[src/rtl/reg_debug_port.sv]
// Debug master for the 8x16 CPU register file: halts the core, then dumps every
// register to an output stream or loads every register from an input stream.
module reg_debug_port #(
    parameter int DATA_W = 16,
    parameter int ADDR_W = 3,
    parameter int NREGS  = 8
) (
    input  logic              clock,
    input  logic              reset,
    input  logic              cmd_valid,
    output logic              cmd_ready,
    input  logic              cmd_op,
    output logic              halt_req,
    input  logic              halt_ack,
    output logic              busy,
    output logic              done,
    output logic              dump_valid,
    input  logic              dump_ready,
    output logic [DATA_W-1:0] dump_data,
    output logic [ADDR_W-1:0] dump_idx,
    output logic              dump_last,
    input  logic              load_valid,
    output logic              load_ready,
    input  logic [DATA_W-1:0] load_data,
    output logic [ADDR_W-1:0] rf_ra,
    output logic [ADDR_W-1:0] rf_rb,
    output logic              rf_write,
    output logic [DATA_W-1:0] rf_data,
    input  logic [DATA_W-1:0] rf_ar,
    output logic [2:0]        dbg_state
);

    // Handshakes (cmd, dump, load): a transfer happens on a rising edge where
    // valid and ready are both high; a producer holds valid and its payload
    // stable until that edge, and ready never depends on valid in this block.

    typedef enum logic [2:0] {
        S_IDLE = 3'd0,
        S_HALT = 3'd1,
        S_RD   = 3'd2,
        S_SEND = 3'd3,
        S_LOAD = 3'd4,
        S_DONE = 3'd5
    } state_t;

    localparam logic [ADDR_W-1:0] LAST_IDX = ADDR_W'(NREGS - 1);

    state_t              state_q;
    logic [ADDR_W-1:0]   idx_q;
    logic                op_q;
    logic [DATA_W-1:0]   dump_data_q;
    logic [ADDR_W-1:0]   dump_idx_q;

    always_ff @(posedge clock or posedge reset) begin
        if (reset) begin
            state_q     <= S_IDLE;
            idx_q       <= '0;
            op_q        <= 1'b0;
            dump_data_q <= '0;
            dump_idx_q  <= '0;
        end else begin
            case (state_q)
                S_IDLE: begin
                    if (cmd_valid) begin
                        op_q    <= cmd_op;
                        idx_q   <= '0;
                        state_q <= S_HALT;
                    end
                end
                S_HALT: begin
                    if (halt_ack) begin
                        state_q <= op_q ? S_LOAD : S_RD;
                    end
                end
                S_RD: begin
                    dump_data_q <= rf_ar;
                    dump_idx_q  <= idx_q;
                    state_q     <= S_SEND;
                end
                S_SEND: begin
                    if (dump_ready) begin
                        if (idx_q == LAST_IDX) begin
                            state_q <= S_DONE;
                        end else begin
                            idx_q   <= idx_q + ADDR_W'(1);
                            state_q <= S_RD;
                        end
                    end
                end
                S_LOAD: begin
                    if (load_valid) begin
                        if (idx_q == LAST_IDX) begin
                            state_q <= S_DONE;
                        end else begin
                            idx_q <= idx_q + ADDR_W'(1);
                        end
                    end
                end
                S_DONE: begin
                    state_q <= S_IDLE;
                end
                default: begin
                    state_q <= S_IDLE;
                end
            endcase
        end
    end

    // Status outputs decode the registered state only, so they are glitch-free.
    assign cmd_ready  = (state_q == S_IDLE);
    assign halt_req   = (state_q == S_HALT) || (state_q == S_RD) ||
                        (state_q == S_SEND) || (state_q == S_LOAD);
    assign busy       = halt_req;
    assign done       = (state_q == S_DONE);
    assign dump_valid = (state_q == S_SEND);
    assign load_ready = (state_q == S_LOAD);
    assign dump_data  = dump_data_q;
    assign dump_idx   = dump_idx_q;
    assign dump_last  = (state_q == S_SEND) && (dump_idx_q == LAST_IDX);
    assign dbg_state  = state_q;

    // The write path is combinational so a load word lands at the accepting edge.
    assign rf_ra    = (state_q == S_RD)   ? idx_q     : '0;
    assign rf_rb    = (state_q == S_LOAD) ? idx_q     : '0;
    assign rf_write = (state_q == S_LOAD) && load_valid;
    assign rf_data  = (state_q == S_LOAD) ? load_data : '0;

endmodule
[config.mk]
export PLATFORM = sky130hd
export DESIGN_NAME = reg_debug_port
export DESIGN_NICKNAME = d
export VERILOG_FILES = /design/src/rtl/reg_debug_port.sv
export SDC_FILE = /design/constraint.sdc
export NUM_CORES = 1
export LEC_CHECK = 0
export CAP_MARGIN = 20
export CELL_PAD_IN_SITES_DETAIL_PLACEMENT = 0
export CELL_PAD_IN_SITES_GLOBAL_PLACEMENT = 1
export CORE_MARGIN = 3
export CORE_UTILIZATION = 26
export DETAILED_ROUTE_END_ITERATION = 7
export PLACE_DENSITY = 0.91
export SLEW_MARGIN = 20
export SYNTH_ARGS = -nofsm -noshare
export SYNTH_HDL_FRONTEND = slang
export SYNTH_SLANG_ARGS = --single-unit
export TNS_END_PERCENT = 5
[constraint.sdc]
create_clock -name clock -period 2.04 [get_ports clock]
set_input_delay 0.408 -clock clock [delete_from_list [all_inputs] [get_ports clock]]
set_output_delay 0.408 -clock clock [all_outputs]
set_load 0.05 [all_outputs]
## Yosys cells after proc, flatten, opt, wreduce, memory -nomap -nowiden

Cells that the tools add are included.

- Register bits: 26
- Latch bits: 0
- RAM bits: 0
- Memory bits (read-only): 0
- Input port bits: 39
- Logic and storage cells: 44
- Memories kept: 0

- $add $sub $neg: 1
- $mul: 0
- Divide/modulo/power cells: 0
- Magnitude comparators: 0
- Eq/ne operators: 12
- Shift operators: 0
- Multiplexer cells: 16
- Bitwise logic cells: 0
- Reduce and logical (&&, ||, !) cells: 10

Operators with widths:

| operator | count |
|---|---|
| $mux W3 | 13 |
| $mux W16 | 1 |
| $pmux W3 S5 | 1 |
| $eq A3 B3 Y1 const B | 4 |
| $pmux W3 S3 | 1 |
| $eq A3 B2 Y1 const B | 2 |
| $ne A2 B2 Y1 const B | 3 |
| $reduce_and A5 Y1 | 1 |
| $ne A2 B1 Y1 const B | 2 |
| $reduce_and A4 Y1 | 1 |
| $add A3 B1 Y3 const B | 1 |
| $eq A3 B1 Y1 const B | 1 |
| $logic_not A3 Y1 | 1 |
| $logic_or A1 B1 Y1 | 3 |
| $reduce_bool A3 Y1 | 1 |
| $logic_and A1 B1 Y1 | 2 |
| $reduce_and A2 Y1 | 1 |

## Longest topological paths before layout

- Word-level depth: 4
- Gate-level depth with buffers: 5
- Depth with buffers taken out: 5

## Least setup slack after synthesis

Ideal clock, no wire load.

- Kind: register -> output
- From: register state_q[1], in the netlist dbg_state[1]
- To: output port halt_req
- Arrival time: 2.347 ns
- Required time: 1.632 ns
- Setup slack: -0.715 ns
- Cell stages (with the launch flop): 6
- Path buffers: 3
- Cells stage by stage: dfrtp_1 > buf_4 > nor2_2 > clkbuf_1 > xnor2_1 > buf_4

- Word-level cells in the longest chain between the ends: 4
- Elaborated cells on any way between the ends: 7
- Those cells by class: eq/ne (4); reduce/logical (3)

RTL lines:

| element | RTL line | text |
|---|---|---|
| start: declaration | 48 | `state_t state_q;` |
| start signal: assignment | 72 | `state_q <= op_q ? S_LOAD : S_RD;` |
| $eq A3 B1 Y1 / $eq A3 B2 Y1 (equally long branches) | 111 | `assign halt_req = (state_q == S_HALT) \|\| (state_q == S_RD) \|\|` |
| $logic_or A1 B1 Y1 (2 in series) | 111 |  |
| $logic_or A1 B1 Y1 * | 112 | `(state_q == S_SEND) \|\| (state_q == S_LOAD);` |
| end: declaration | 13 | `output logic halt_req,` |

Mark *: on every way between the ends. The rest lies on a longest branch, timed or not.

## Final worst setup path

- From: register state_q[1], in the netlist dbg_state[1]
- To: output port load_ready

- Word-level cells in the longest chain between the ends: 1

RTL lines:

| element | RTL line | text |
|---|---|---|
| $eq A3 B3 Y1 | 116 | `assign load_ready = (state_q == S_LOAD);` |
| end: declaration | 23 | `output logic load_ready,` |

Every way passes these cells.

==> metrics.yaml <==
outcome:
  run_status: "completed"
global_route:
  grt_antenna_before_repair: 0
  grt_start_max_net_pins: 27
  gr-total-overflow: 0
  first_global_vias: 1324
  grt_usage: 0.122
  grt_pass1_wl_um: 6120
worst_hold_path:
  min-delay-path-class: "primary input to async pin"
worst_setup_path:
  crit_arrival_ps: 1540
  r2r_end: "idx_q[2]"
  max_stage_delay_ps: 430
  critPathCaptureType: "output pin"
  timing.reg2reg.setup_slack_ps: 100
  critical-path-top-delay-family: "buffers and inverters"
  critical_path_required_time_ps: 1630
  critPathMaxFanout: 5
  crit_cells: 4
  critical_path.cell_chain: "buf_4 > or3b_4 > inv_1 > buf_12"
  rr_worst_depth: 5
  path_buf_inv: 3
  criticalPathCategory: "register to output pin"
  critPathLaunchType: "register"
  worst_path_max_delay_cell: "dfrtp_2"
  regToRegStartpoint: "idx_q[0]"
finish:
  final_cell_mix: "clkdlybuf4s50_1 (57), buf_12 (31), dfrtp_1 (23), mux2_2 (20), and3_1 (19)"
  syn2layout_area_growth_pct: 102
  fraction_of_final_layout_cells_sized_beyond_drive_strength_1: 0.369
  layout.cells.most_common: "clkdlybuf4s50_1"
  diodes_inserted: 0
  final-instance-count-excl-fill: 281
  fill_cells: 443
  final_net_count: 256
timing:
  finalHoldWorstSlack_ps: 475
  grt_setup_unrepaired: "yes"
  worstMarginPinSlew_ps: 513
  finalCriticalPeriod_ps: 1950
  max_freq_mhz: 512
  finalMaxSlewViolations: 0
  final.setup.tns_ps: 0
  final.period_utilization: 0.957
  final_critical_path_setup_slack_ps: 87.0
  final-hold-violation-count: 0
  setup_viol_count_final: 0
  clock-skew-final_ps: 6.82
  max-slew-margin-rel: 0.657
logic_synthesis:
  synth_area_um2: 1380
  synth.net_count: 162
  synth.yosys.warnings: 0
  ys_types: 28
  postSynthRegisterBits: 26
  synth_seq_area_share: 0.471
  postSynthAreaPerCell_um2: 11.4
  syn-instance-count: 121
pwr:
  finalPower_mw: 3.66
  max-vdd-ir-drop_v: 0.000913
  power.density_nw_per_um2: 1310
  cell_internal_pwr_mw: 2.00
  power_frac_seq: 0.252
  netSwitchingFraction: 0.454
  leakagePower_nw: 1.22
  comb_power_share: 0.631
  power.clock.fraction: 0.117
  p_switching_mw: 1.66
detailed_routing:
  drc_errors: 0
  route.antenna.remaining_nets: 0
  routed_len_inst_um: 13.7
  postRouteWirelength_um: 3840
  via_count: 1262
  via_per_inst: 4.49
  drt-pass1-iter-count: 2
  drtIter0Drc: 66
placed_design:
  port_buffers: 90
  place.detailed.instances: 275
  dpl_worst_slack_ps: 117
  place_congestion: 0.746
  hpwlAfterDp_um: 3090
run:
  maxCapViolations: 0
clock_network:
  worstSkewPairLatency_ps: 270
  clockBufferDepth: 2
  cts_made_buffers: 3
  cts-root-buf: "clkbuf_8"
  numClockSinks: 26
  clk_pin_slew_worst_paths_ps: 100
  h-tree-depth: 1
  cts_tree: "yes"
floorplanning:
  fp.dieArea_um2: 6220
  rows: 25
  die_height_um: 78.9
  floorplan.initialDensity: 0.281
  design.portCount: 91
  die_x_um: 78.9
  floorplan_core_area_um2: 4910
==> how the worst max path moves through the flow <==
stage | from | end
after CTS | dbg_state[2] | rf_data[2]
after global placement | idx_q[0] | idx_q[2]
after global routing | dbg_state[1] | rf_data[1]
after detailed placement | idx_q[0] | idx_q[2]
final | dbg_state[1] | load_ready
after floorplan | dbg_state[0] | halt_req
==> cell families after synthesis <==
group           count (synthesis)  share of synthesized area
fa+ha+maj                       2                     0.0181
flops                          26                      0.471
xor+xnor                        1                    0.00634
mux                            24                      0.195
simple gates                   40                      0.189
buf+inv                        16                     0.0598
compound gates                 12                     0.0607
==> registers in the layout, indices dropped and copies added (netlist names) <==
register,count
dump_data,16
dump_idx,3
op_q,1
dbg_state,3
idx_q,3
==> power by group through the flow <==
stage                     sequential (mW)  clock, mW  combinational, mW
after floorplan                      1.60          0              0.837
after global placement              0.932          0               2.29
after detailed placement            0.945          0               2.31
after CTS                           0.923      0.442               2.34
after global routing                0.956      0.466               2.43
final                               0.920      0.429               2.31
==> cell usage after synthesis <==
master      n  share of area
a31o_2      2          0.013
inv_1       6          0.016
nor3_1      3          0.011
nor3_2      1         0.0072
buf_4       6          0.033
clkbuf_1    4          0.011
xnor2_1     1         0.0063
mux2_1      3          0.024
nor2_2      1         0.0045
nor2_1      1         0.0027
a21boi_1    2          0.011
and4bb_1    1         0.0091
dfrtp_1    26           0.47
a211o_1     1         0.0063
and2_1      3          0.014
nand4bb_1   1         0.0082
or3b_4      1         0.0082
ha_1        2          0.018
o21ai_0     2         0.0072
nand2_1     2         0.0054
and3_1     20          0.091
nand3b_1    4          0.022
a21oi_1     3          0.011
a221o_1     1         0.0072
mux2i_1     1         0.0072
mux2_2     20           0.16
nand3_1     2         0.0072
a211oi_1    1         0.0054
==> worst min-delay path, delay by kind of cell <==
family,cells,cell delay [ps]
buffers and inverters,3,750
==> repair_timing <==
| item | 4_1_cts | 5_1_grt |
|---|---|---|
| resized for setup | 1 | 2 |
| setup endpoints to repair | 20 | 19 |
| hold buffers | 0 | 0 |
| buffers inserted | 2 | 0 |
| gates cloned | 0 | 0 |
==> metrics by stage <==
stage / utilization / instance area (µm²)
floorplan: - / 1420
global placement: 0.549 / 2700
detailed placement: 0.549 / 2700
CTS: 0.568 / 2790
global route: 0.569 / 2790
finish: 0.569 / 2790
==> routing by layer <==
layer / routed length [µm] / track usage / part of all wire / up-vias
li1: - / - / - / 617
met1: 1510 / 0.132 / 0.39 / 600
met2: 2080 / 0.239 / 0.54 / 43
met3: 228 / 0.0238 / 0.059 / 2
met4: 24 / 0.0309 / 0.0062 / 0
met5: 0 / 0 / 0 / -
==> layout make-up <==
cell class                      instances  area (µm²)  area share
Tap cell                               67        83.8      0.0300
Timing Repair Buffer                   99        1280       0.457
Inverter                                6        22.5     0.00806
Multi-Input combinational cell         79         684       0.245
Sequential cell                        26         654       0.234
Clock buffer                            3        41.3      0.0148
Clock inverter                          1        30.0      0.0107
Power figures use the tool's default switching activity.
